--- src/rtl/if_stage.sv ---
`timescale 1ns/1ps
// ---------------------------------------------------------------------------
// if_stage : instruction fetch stage feeding the IF/ID pipeline register.
//
// Holds the architectural fetch PC and issues word-aligned fetches over a
// req/ack handshake with variable latency. Results land in the IF/ID
// register (instruction, pc, pc_plus_4, id_valid) consumed by decode.
// Decode stalls and redirects (jump / taken branch, no delay slots) are
// handled here.
//
// Ports
//   clk, rstn                      clock, async active-low reset
//   stall                          decode stall, IF/ID holds when 1
//   branch_taken, branch_target    taken-branch redirect from decode
//   jump, jump_target              jump redirect from decode (wins)
//   inst_req, inst_addr            fetch request / word address
//   inst_ack, inst_rdata           fetch response
//   instruction, pc, pc_plus_4     IF/ID register contents
//   id_valid                       IF/ID holds a real instruction
// ---------------------------------------------------------------------------
module if_stage #(
  parameter logic [31:0] RESET_PC = 32'hBFC0_0000,
  parameter logic [31:0] NOP_INST = 32'h0000_0000
) (
  input  logic        clk,
  input  logic        rstn,
  input  logic        stall,
  input  logic        branch_taken,
  input  logic [31:0] branch_target,
  input  logic        jump,
  input  logic [31:0] jump_target,
  output logic        inst_req,
  output logic [31:0] inst_addr,
  input  logic        inst_ack,
  input  logic [31:0] inst_rdata,
  output logic [31:0] instruction,
  output logic [31:0] pc,
  output logic [31:0] pc_plus_4,
  output logic        id_valid
);

  typedef enum logic [1:0] {
    IDLE = 2'd0,
    REQ  = 2'd1,
    HOLD = 2'd2
  } state_t;

  state_t      state_r;
  logic [31:0] fetch_pc_r;
  logic [31:0] inst_addr_r;
  logic        inst_req_r;
  logic        discard_r;
  logic [31:0] buf_inst_r;
  logic [31:0] buf_pc_r;
  logic [31:0] instruction_r;
  logic [31:0] pc_r;
  logic [31:0] pc_plus_4_r;
  logic        id_valid_r;

  logic        redirect_s;
  logic [31:0] target_s;
  logic [31:0] pc_inc_s;

  // Redirect decode (jump has priority) and next sequential fetch address.
  always_comb begin
    redirect_s = jump | branch_taken;
    if (jump) begin
      target_s = jump_target & 32'hFFFF_FFFC;
    end else begin
      target_s = branch_target & 32'hFFFF_FFFC;
    end
    pc_inc_s = fetch_pc_r + 32'd4;
  end

  // Fetch FSM, fetch PC, skid buffer and IF/ID register.
  // inst_addr_r is only moved when no request is outstanding, so a request
  // in flight keeps its old address even after fetch_pc_r is redirected.
  always_ff @(posedge clk or negedge rstn) begin
    if (!rstn) begin
      state_r       <= IDLE;
      fetch_pc_r    <= RESET_PC;
      inst_addr_r   <= RESET_PC;
      inst_req_r    <= 1'b0;
      discard_r     <= 1'b0;
      buf_inst_r    <= 32'd0;
      buf_pc_r      <= 32'd0;
      instruction_r <= NOP_INST;
      pc_r          <= 32'd0;
      pc_plus_4_r   <= 32'd0;
      id_valid_r    <= 1'b0;
    end else begin
      case (state_r)
        IDLE: begin
          state_r     <= REQ;
          inst_req_r  <= 1'b1;
          inst_addr_r <= fetch_pc_r;
          if (!stall) begin
            instruction_r <= NOP_INST;
            id_valid_r    <= 1'b0;
          end
        end
        REQ: begin
          if (redirect_s) begin
            // Without an ack the old request is still in flight: drop its
            // response when it arrives. With an ack the response is dropped now.
            fetch_pc_r <= target_s;
            discard_r  <= ~inst_ack;
            if (inst_ack) begin
              inst_addr_r <= target_s;
            end
            if (!stall) begin
              instruction_r <= NOP_INST;
              id_valid_r    <= 1'b0;
            end
          end else if (inst_ack && discard_r) begin
            // Wrong-path response: ignore it and start the target fetch.
            discard_r   <= 1'b0;
            inst_addr_r <= fetch_pc_r;
            if (!stall) begin
              instruction_r <= NOP_INST;
              id_valid_r    <= 1'b0;
            end
          end else if (inst_ack && !stall) begin
            instruction_r <= inst_rdata;
            pc_r          <= fetch_pc_r;
            pc_plus_4_r   <= pc_inc_s;
            id_valid_r    <= 1'b1;
            fetch_pc_r    <= pc_inc_s;
            inst_addr_r   <= pc_inc_s;
          end else if (inst_ack) begin
            // Decode is stalled: park the word and stop requesting.
            buf_inst_r <= inst_rdata;
            buf_pc_r   <= fetch_pc_r;
            fetch_pc_r <= pc_inc_s;
            state_r    <= HOLD;
            inst_req_r <= 1'b0;
          end else if (!stall) begin
            instruction_r <= NOP_INST;
            id_valid_r    <= 1'b0;
          end
        end
        HOLD: begin
          if (redirect_s) begin
            fetch_pc_r  <= target_s;
            inst_addr_r <= target_s;
            state_r     <= REQ;
            inst_req_r  <= 1'b1;
            if (!stall) begin
              instruction_r <= NOP_INST;
              id_valid_r    <= 1'b0;
            end
          end else if (!stall) begin
            instruction_r <= buf_inst_r;
            pc_r          <= buf_pc_r;
            pc_plus_4_r   <= buf_pc_r + 32'd4;
            id_valid_r    <= 1'b1;
            inst_addr_r   <= fetch_pc_r;
            state_r       <= REQ;
            inst_req_r    <= 1'b1;
          end
        end
        default: begin
          state_r    <= IDLE;
          inst_req_r <= 1'b0;
        end
      endcase
    end
  end

  assign inst_req    = inst_req_r;
  assign inst_addr   = inst_addr_r;
  assign instruction = instruction_r;
  assign pc          = pc_r;
  assign pc_plus_4   = pc_plus_4_r;
  assign id_valid    = id_valid_r;

endmodule

--- config.mk ---
export PLATFORM = sky130hd
export DESIGN_NAME = if_stage
export DESIGN_NICKNAME = d
export VERILOG_FILES = /design/src/rtl/if_stage.sv
export SDC_FILE = /design/constraint.sdc
export NUM_CORES = 1
export LEC_CHECK = 0
export BUFFER_PORTS_ARGS = -buffer_cell sky130_fd_sc_hd__buf_2
export CELL_PAD_IN_SITES_DETAIL_PLACEMENT = 0
export CELL_PAD_IN_SITES_GLOBAL_PLACEMENT = 2
export CORE_UTILIZATION = 35
export CTS_CLUSTER_DIAMETER = 80
export DETAILED_ROUTE_END_ITERATION = 6
export GPL_TIMING_DRIVEN = 1
export HOLD_SLACK_MARGIN = 0.15
export PLACE_DENSITY = 0.93
export SYNTH_ARGS = -nofsm -noshare
export SYNTH_HDL_FRONTEND = slang
export SYNTH_SLANG_ARGS = --single-unit
--- constraint.sdc ---
create_clock -name clk -period 2.98 [get_ports clk]
set_input_delay 0.596 -clock clk [delete_from_list [all_inputs] [get_ports clk]]
set_output_delay 0.596 -clock clk [all_outputs]
set_load 0.1 [all_outputs]
==> results of run 1 <==
state kept, by name (all words and copies together), names as in the netlist:
signal,count
inst_addr,31
fetch_pc_r,30
state_r,2
buf_inst_r,32
pc_plus_4,30
id_valid,1
instruction,32
pc,30
discard_r,1
buf_pc_r,30
inst_req,1
stage by stage:
| step | util [%] | cell area, um2 | hold slack [ns] |
|---|---|---|---|
| floorplan | - | 12660 | 0.3004 |
| global placement | 40.43 | 14380 | 0.4565 |
| detailed placement | 40.43 | 14380 | 0.4588 |
| CTS | 42.95 | 15280 | 0.2898 |
| global route | 42.95 | 15280 | 0.3004 |
| finish | 42.97 | 15280 | 0.3067 |
how the worst min path moves through the flow:
stage / to / slack (ns) / startpoint
after floorplan: buf_inst_r[0]$_DFFE_PN0P_ / 0.30 / rstn
after global placement: pc[13]$_DFFE_PN0P_ / 0.46 / pc[13]$_DFFE_PN0P_
after detailed placement: inst_addr[28]$_DFFE_PN1P_ / 0.46 / inst_addr[28]$_DFFE_PN1P_
after CTS: buf_inst_r[6]$_DFFE_PN0P_ / 0.29 / inst_rdata[6]
after global routing: buf_inst_r[6]$_DFFE_PN0P_ / 0.30 / inst_rdata[6]
final: buf_inst_r[23]$_DFFE_PN0P_ / 0.31 / inst_rdata[23]
synth_stat cells, types with 27 or more instances:
| cell | n | area share [%] |
|---|---|---|
| a21oi_1 | 48 | 1.9 |
| a22oi_1 | 33 | 2.0 |
| buf_2 | 55 | 2.2 |
| clkbuf_1 | 43 | 1.3 |
| dfrtp_1 | 202 | 40 |
| mux2_2 | 66 | 5.9 |
| mux2i_1 | 73 | 5.8 |
| nand2_1 | 147 | 4.4 |
| nand3_1 | 42 | 1.7 |
| nand4_1 | 27 | 1.3 |
| nor2_1 | 74 | 2.2 |
| nor3_1 | 32 | 1.3 |
| o21ai_0 | 114 | 4.5 |
| o2bb2ai_1 | 34 | 2.4 |
area by class of cell:
type	instances	area share, %
antenna	2	0.03275
clock buffer	35	4.945
clock inverter	15	0.8678
inverter	25	0.6140
multi-input combinational	955	42.07
sequential	220	36.17
tap	461	3.774
timing repair buffer	294	11.53
cells by family (layout without fill, tap and decap cells):
family                   after synthesis  in the layout
AND/OR/NAND/NOR                      393            393
AO/OA/AOI/OAI                        368            368
flip-flops                           220            220
buffers and inverters                154            369
multiplexers                         140            140
XOR/XNOR                              44             44
adder cells (fa/ha/maj)                6              6
other                                  1              6
routing by layer:
metal	vias to the layer above	GRT usage (%)	share of wire [%]
li1	5278	-	-
met5	-	0	0.13
met3	85	4.422	7.7
met1	5436	31.93	46
met2	433	32.10	43
met4	8	7.813	3.6
timing repair:
item,4_1_cts,5_1_grt
hold endpoints to repair,56,0
buffers inserted,0,0
resized for setup,0,0
hold buffers,1,0
power by group:
group | total, mW | internal, mW | switching, mW
clock | 3.25 | 1.89 | 1.36
combinational | 10.5 | 2.59 | 7.86
sequential | 5.72 | 4.34 | 1.39
==> impl_metrics.toml, run 1 <==
[timing]
setup_viol = 0
tns_ns = 0
tightestPinTransition_ns = 0.6606
slew_headroom_pct = 55.56
fin_ws_ns = 0.4401
final_hold_viol_count = 0
rsz0062_at_grt = "no"
fmax_mhz = 393.7
drv_slew = 0
finalCritPeriodShare_pct = 85.23
fin_skew_ns = 0.01977
min_period_ns = 2.540

[place]
io_buffers = 223
placed_cells = 1954
hpwl_um = 29640
place_ws_ns = 0.3945
gp_congestion = 0.8656

[drt]
finalWirelength_um = 41130
routedWlPerCell_um = 20.49
postRouteAntennaNets = 0
via_per_inst = 5.600
drcViolationCount = 0
drt_iter0_drc = 940
vias = 11240
drtPass1Iterations = 5

[setup_path]
cp.required_ns = 3.37
endpoint = "pc_plus_4[25]$_DFFE_PN0P_"
r2r-end = "pc_plus_4[25]$_DFFE_PN0P_"
path_delay_family = "compound AO/OA/AOI/OAI gates"
crit_cells = 5
path_class = "register to register"
critPathLaunchType = "register"
critPathMaxFanout = 12
endpoint_kind = "register"
reg2reg_from = "fetch_pc_r[9]$_DFFE_PN0P_"
r2r_slack_ns = 0.44
crit_start = "fetch_pc_r[9]$_DFFE_PN0P_"
critPathSlowestCell = "dfrtp_1"
cp_cell_sequence = "and4_1 > nand4_1 > o31a_1 > o21ai_0 > o221ai_1"
path_buf_inv = 0
r2r_cells = 5
arrival_ns = 2.93
cpPeakStageDelay_ns = 0.62

[clocking]
cts_tree = "done"
clockBufferDepth = 3
clk_latency_ns = 0.55
cts_buffers = 27
htree_levels = 1
root_buffer = "clkbuf_16"
clkTransAtPathRegs_ns = 0.06
clkSinkCount = 220

[floorplan]
die_width_um = 192.1
die-height_um = 192.1
rows = 69
core-area_um2 = 35570
start_util_pct = 35.57
die_area_um2 = 36920
boundaryPins = 232

[synthesis]
synth-edff-count = 0
ys.flop_type = "dfrtp_1"
synthSimpleGateAreaFrac_pct = 15.49
ys_types = 80
ys_seq_area_share_pct = 43.69
synth_compound_area_share_pct = 19.66
synthMuxAreaShare_pct = 11.77
ys_async_sr_fraction_pct = 100.0
synth_xor_area_share_pct = 3.046
ys_ff_latch = 220
syn_area_um2 = 12650
synthAdderAreaFrac_pct = 0.5933
synth_top_family_by_area = "compound AO/OA/AOI/OAI gates"
synth_warnings = 0
syn_area_per_cell_um2 = 9.543
synthCells = 1326

[grt]
grt_pass1_wl_um = 62980
antenna_found_initial = 5
grt_overflow = 0
grt_pass1_vias = 10880
grt_usage_pct = 21.99
grt_max_degree = 105

[status]
status = "completed"

[cells_and_area]
fin_cells = 2007
layout_common_cells = "buf_2, dfrtp_1, nand2_1"
drive_above_1_share_pct = 29.21
regArea_um2 = 5528
nFillCells = 3515
nets = 1631
synthToLayoutAreaGrowth_pct = 20.79
multi_input_area_um2 = 6430
layout.cells.most_common = "buf_2"

[worst_hold_path]
worstHoldPathType = "input port to register"
hold_path_depth = 2

[flow_run]
drv_cap = 0

[power]
p_per_area_nw_per_um2 = 1271
leakagePower_nw = 6.779
finalPower_mw = 19.43
vdd_drop_max_mv = 1.266
(Power assumes the default switching activity.)
==> inputs of run 2 (changes only) <==
- MAX_ROUTING_LAYER: not set -> met4
- PLACE_DENSITY: 0.93 -> not set
- PLACE_DENSITY_LB_ADDON: not set -> 0.1
==> run 2 against run 1 <==
Against the previous run: clock power fell by 3%; global-route usage grew 2.6 points; critical path depth rose by 2; routed wire length increased by 7.9%; critical path type unchanged.
==> impl_metrics.toml, run 2 (synthesized netlist as in run 1, its figures left out) <==
[power]
finalPower_mw = 19.50
p_int_mw = 8.792
netSwitchingPower_mw = 10.70
clkPwrFrac_pct = 16.2
p_per_area_nw_per_um2 = 1270
power_frac_seq_pct = 28.7
leakagePower_nw = 6.837
pwr-share-comb_pct = 55.1
vdd_drop_max_mv = 0.8511
p_sw_share_pct = 54.90

[drt]
routedWlPerCell_um = 22.01
top_layer = "met4"
via_per_inst = 5.552
finalWirelength_um = 44370
drtPass1Iterations = 6
postRouteAntennaNets = 0
route.met3.wl_um = 2763
wl_met2_um = 18590
met1_length_um = 22580
vias = 11190
drcViolationCount = 0
drt_iter0_drc = 758

[cells_and_area]
multi_input_area_um2 = 6430
layout_common_cells = "buf_2, dfrtp_1, nand2_1"
antenna_cells = 0
design_area_um2 = 15350
synthToLayoutAreaGrowth_pct = 21.35
final_util_pct = 43.17
nFillCells = 3613
regArea_um2 = 5528
drive_above_1_share_pct = 29.45
layout.cells.most_common = "buf_2"
nets = 1644

[timing]
fin_skew_ns = 0.01864
min_period_ns = 2.822
fmax_mhz = 354.3
rsz0062_at_grt = "no"
slew_headroom_pct = 44.30
setup_viol = 0
drv_slew = 0
finalCritPeriodShare_pct = 94.71
final_hold_viol_count = 0
tns_ns = 0
tightestPinTransition_ns = 0.8291

[floorplan]
die-height_um = 192.1
die_width_um = 192.1
start_util_pct = 35.57
die_area_um2 = 36920
rows = 69
boundaryPins = 232
core-area_um2 = 35570

[setup_path]
r2r_cells = 7
cp_cell_sequence = "inv_1 > ha_1 > clkinv_1 > nor3_1 > a221o_1 > a21oi_1 > o31ai_1"
cp.required_ns = 3.42
critPathMaxFanout = 11
path_buf_inv = 2
crit_cells = 7
endpoint_kind = "register"
critPathSlowestCell = "nor3_1"
arrival_ns = 3.26
path_class = "register to register"
path_delay_family = "simple AND/OR/NAND/NOR gates"
cpPeakStageDelay_ns = 0.78
critPathLaunchType = "register"

[clocking]
htree_levels = 1
clkSinkCount = 220
root_buffer = "clkbuf_16"
clk_latency_ns = 0.54
cts_tree = "done"
cts_buffers = 26
cts-resized-gates = 0
clockBufferDepth = 3
clkTransAtPathRegs_ns = 0.06
post_cts_buffers = 0

[grt]
antenna_found_initial = 0
grt_pass1_wl_um = 67130
grt_pass1_vias = 10560
grt_usage_pct = 24.55
grt_overflow = 0
grt_max_degree = 81

[place]
io_buffers = 223
hpwl_um = 31790
place_area_um2 = 14500
gp_congestion = 0.8375

[worst_hold_path]
hold_path_depth = 2
worstHoldPathType = "input port to register"

[flow_run]
drv_cap = 0

[status]
status = "completed"
==> run 2: final timing paths <==
kind                                            from                    endpoint  slack [ns]
hold reg to reg            inst_addr[28]$_DFFE_PN1P_   inst_addr[28]$_DFFE_PN1P_        0.46
hold / removal                        inst_rdata[19]  buf_inst_r[19]$_DFFE_PN0P_        0.31
setup reg to reg              state_r[1]$_DFFE_PN0P_   inst_addr[23]$_DFFE_PN1P_        0.16
max in group asynchronous                       rstn  fetch_pc_r[23]$_DFFE_PN1P_        1.49
setup / recovery              state_r[1]$_DFFE_PN0P_   inst_addr[23]$_DFFE_PN1P_        0.16
min in group asynchronous                       rstn          pc[11]$_DFFE_PN0P_        0.66
==> run 2: power by group through the flow <==
stage,Clock [mW],Sequential (mW),Combinational (mW)
5_1_grt,3.36,5.78,11.3
3_3_place_gp,0,5.59,10.7
4_1_cts,3.26,5.58,10.8
6_report,3.16,5.59,10.7
3_5_place_dp,0,5.62,10.7
2_1_floorplan,0,9.57,4.00
==> run 2: area by class of cell <==
type,instances,share of cell area (%)
Clock buffer,42,5.288
Clock inverter,5,0.2282
Inverter,25,0.6111
Multi-Input combinational cell,955,41.88
Sequential cell,220,36.00
Tap cell,461,3.757
Timing Repair Buffer,308,12.24
==> run 2: stage by stage <==
| stage | cells | worst slack [ns] | hold WS, ns |
|---|---|---|---|
| after floorplan | 1329 | 0.7820 | 0.3004 |
| after global placement | 1968 | 0.2479 | 0.4479 |
| after detailed placement | 1968 | 0.2152 | 0.4538 |
| after CTS | 2016 | 0.1729 | 0.2864 |
| after global routing | 2016 | 0.01870 | 0.2982 |
| final | 2016 | 0.1576 | 0.3103 |
==> run 2: per-layer routing <==
metal	up-vias	GRT usage, %
li1	5298	-
met4	0	3.967
met2	352	33.88
met1	5512	38.15
met5	-	-
met3	31	3.106
==> run 2: timing repair <==
item,4_1_cts,5_1_grt
endpoints found under the setup margin,0,0
hold buffers,1,0
hold endpoints to repair,76,0
==> inputs of run 3 (changes only) <==
==> constraint.sdc (replaced) <==
create_clock -name clk -period 2.98 [get_ports clk]
set_input_delay 0 -clock clk [delete_from_list [all_inputs] [get_ports clk]]
set_output_delay 0 -clock clk [all_outputs]
set_load 0.1 [all_outputs]
==> run 3 against run 2 <==
Against the previous run: total power rose by 1.4%; largest cell class unchanged; cell count rose by 5.2%; clock power rose by 4%; critical endpoint is now fetch_pc_r[13]$_DFFE_PN0P_; register-to-register slack improved by 0.22 ns.
==> impl_metrics.toml, run 3 (synthesized netlist as in run 1, its figures left out) <==
[clocking]
clkTransAtPathRegs_ns = 0.06
cts_tree = "done"
clkSinkCount = 220
root_buffer = "clkbuf_16"
htree_levels = 1
clockBufferDepth = 3
clk_latency_ns = 0.55
cts_buffers = 27

[power]
power_frac_seq_pct = 28.3
p_per_area_nw_per_um2 = 1209
clkPwrFrac_pct = 16.6
p_int_mw = 8.981
pwr-share-comb_pct = 55.1
netSwitchingPower_mw = 10.79
leakagePower_nw = 7.264
vdd_drop_max_mv = 0.9585
p_sw_share_pct = 54.58

[timing]
final_hold_viol_count = 0
setup_viol = 0
tns_ns = 0
finalCritPeriodShare_pct = 87.36
rsz0062_at_grt = "no"
slew_headroom_pct = 52.01
tightestPinTransition_ns = 0.7156
fin_skew_ns = 0.01589
drv_slew = 0
fmax_mhz = 384.1
min_period_ns = 2.603

[cells_and_area]
nFillCells = 3533
antenna_cells = 0
layout.cells.most_common = "buf_2"
drive_above_1_share_pct = 28.01
synthToLayoutAreaGrowth_pct = 29.23
layout_common_cells = "buf_2, dfrtp_1, nand2_1"
final_util_pct = 45.97
nets = 1748

[floorplan]
die_width_um = 192.1
core-area_um2 = 35570
start_util_pct = 35.57
boundaryPins = 232
die-height_um = 192.1
die_area_um2 = 36920
rows = 69

[place]
io_buffers = 223
hpwl_um = 32080
gp_congestion = 0.8450

[drt]
routedWlPerCell_um = 21.32
drcViolationCount = 0
drtPass1Iterations = 6
drt_iter0_drc = 832
via_per_inst = 5.490
vias = 11640
postRouteAntennaNets = 0
finalWirelength_um = 45230

[setup_path]
path_class = "register to register"
cp.required_ns = 3.41
critPathMaxFanout = 13
critPathLaunchType = "register"
endpoint_kind = "register"
arrival_ns = 3.04

[grt]
grt_usage_pct = 25.11
grt_pass1_vias = 11280
grt_max_degree = 86
grt_pass1_wl_um = 68830
antenna_found_initial = 0
grt_overflow = 0

[status]
status = "completed"

[worst_hold_path]
worstHoldPathType = "input port to register"

[flow_run]
drv_cap = 0
run 3: cell count changes in the layout (fill, tap and decap cells not counted), sizes merged:
| cell | change |
|---|---|
| dlygate4sd3 | +100 |
| clkbuf | -6 |
| buf | +3 |
| inv | +1 |
| clkinvlp | +2 |
| bufinv | +2 |
| clkinv | +3 |
run 3: power groups by stage:
stage / registers [mW] / clock network (mW) / logic [mW]
after global placement: 5.61 / 0 / 10.7
after global routing: 5.80 / 3.48 / 11.5
after floorplan: 9.57 / 0 / 4.00
after CTS: 5.59 / 3.37 / 10.9
after detailed placement: 5.64 / 0 / 10.7
final: 5.60 / 3.28 / 10.9
run 3: what timing repair did:
action	CTS	global route
gates resized for setup	0	0
hold buffers	102	0
setup buffers	0	0
hold endpoints to repair	344	0
run 3: cell type report:
class / instances / area, um2 / area share [%]
Multi-Input combinational cell: 955 / 6430 / 39.32
Sequential cell: 220 / 5528 / 33.81
Timing Repair Buffer: 411 / 2848 / 17.42
Clock buffer: 36 / 749.5 / 4.583
Tap cell: 461 / 576.8 / 3.527
Clock inverter: 13 / 126.4 / 0.7728
Inverter: 25 / 93.84 / 0.5739
run 3: final timing paths:
| kind | cells past startpoint | startpoint | slack (ns) | endpoint |
|---|---|---|---|---|
| min in group asynchronous | 3 | rstn | 0.70 | fetch_pc_r[31]$_DFFE_PN1P_ |
| worst max-delay path | 8 | state_r[1]$_DFFE_PN0P_ | 0.38 | fetch_pc_r[13]$_DFFE_PN0P_ |
| worst max register to register | 8 | state_r[1]$_DFFE_PN0P_ | 0.38 | fetch_pc_r[13]$_DFFE_PN0P_ |
| worst min-delay path | 5 | branch_target[30] | 0.18 | fetch_pc_r[30]$_DFFE_PN0P_ |
| max in group asynchronous | 4 | rstn | 1.84 | buf_inst_r[4]$_DFFE_PN0P_ |
| worst min register to register | 2 | inst_addr[28]$_DFFE_PN1P_ | 0.46 | inst_addr[28]$_DFFE_PN1P_ |
run 3: metrics by stage:
step | power, mW | cell area (um2) | hold slack [ns] | std cells | worst slack, ns
6_report | 19.77 | 16350 | 0.1798 | 2121 | 0.3766
5_1_grt | 20.78 | 16350 | 0.2090 | 2121 | 0.1694
4_1_cts | 19.85 | 16350 | 0.1512 | 2121 | 0.3492
3_5_place_dp | 16.37 | 14440 | 0.03786 | 1970 | 0.3838
3_3_place_gp | 16.28 | 14440 | 0.03977 | 1970 | 0.4406
2_1_floorplan | 13.57 | 12660 | -0.2956 | 1329 | 0.7820
run 3: critical path, stage by stage (launching register included):
cell,delay (ns)
dfrtp_1,0.42
inv_1,0.10
ha_1,0.45
clkinv_1,0.28
o21a_1,0.27
o21ai_2,0.44
buf_4,0.28
a21oi_1,0.06
o22a_1,0.19
run 3: routing by layer:
| layer | vias up | share of wire [%] | track usage, % |
|---|---|---|---|
| li1 | 5500 | - | - |
| met1 | 5708 | 51 | 38.52 |
| met2 | 383 | 42 | 34.77 |
| met3 | 53 | 5.8 | 3.216 |
| met4 | 0 | 1.7 | 5.118 |
| met5 | - | 0 | - |
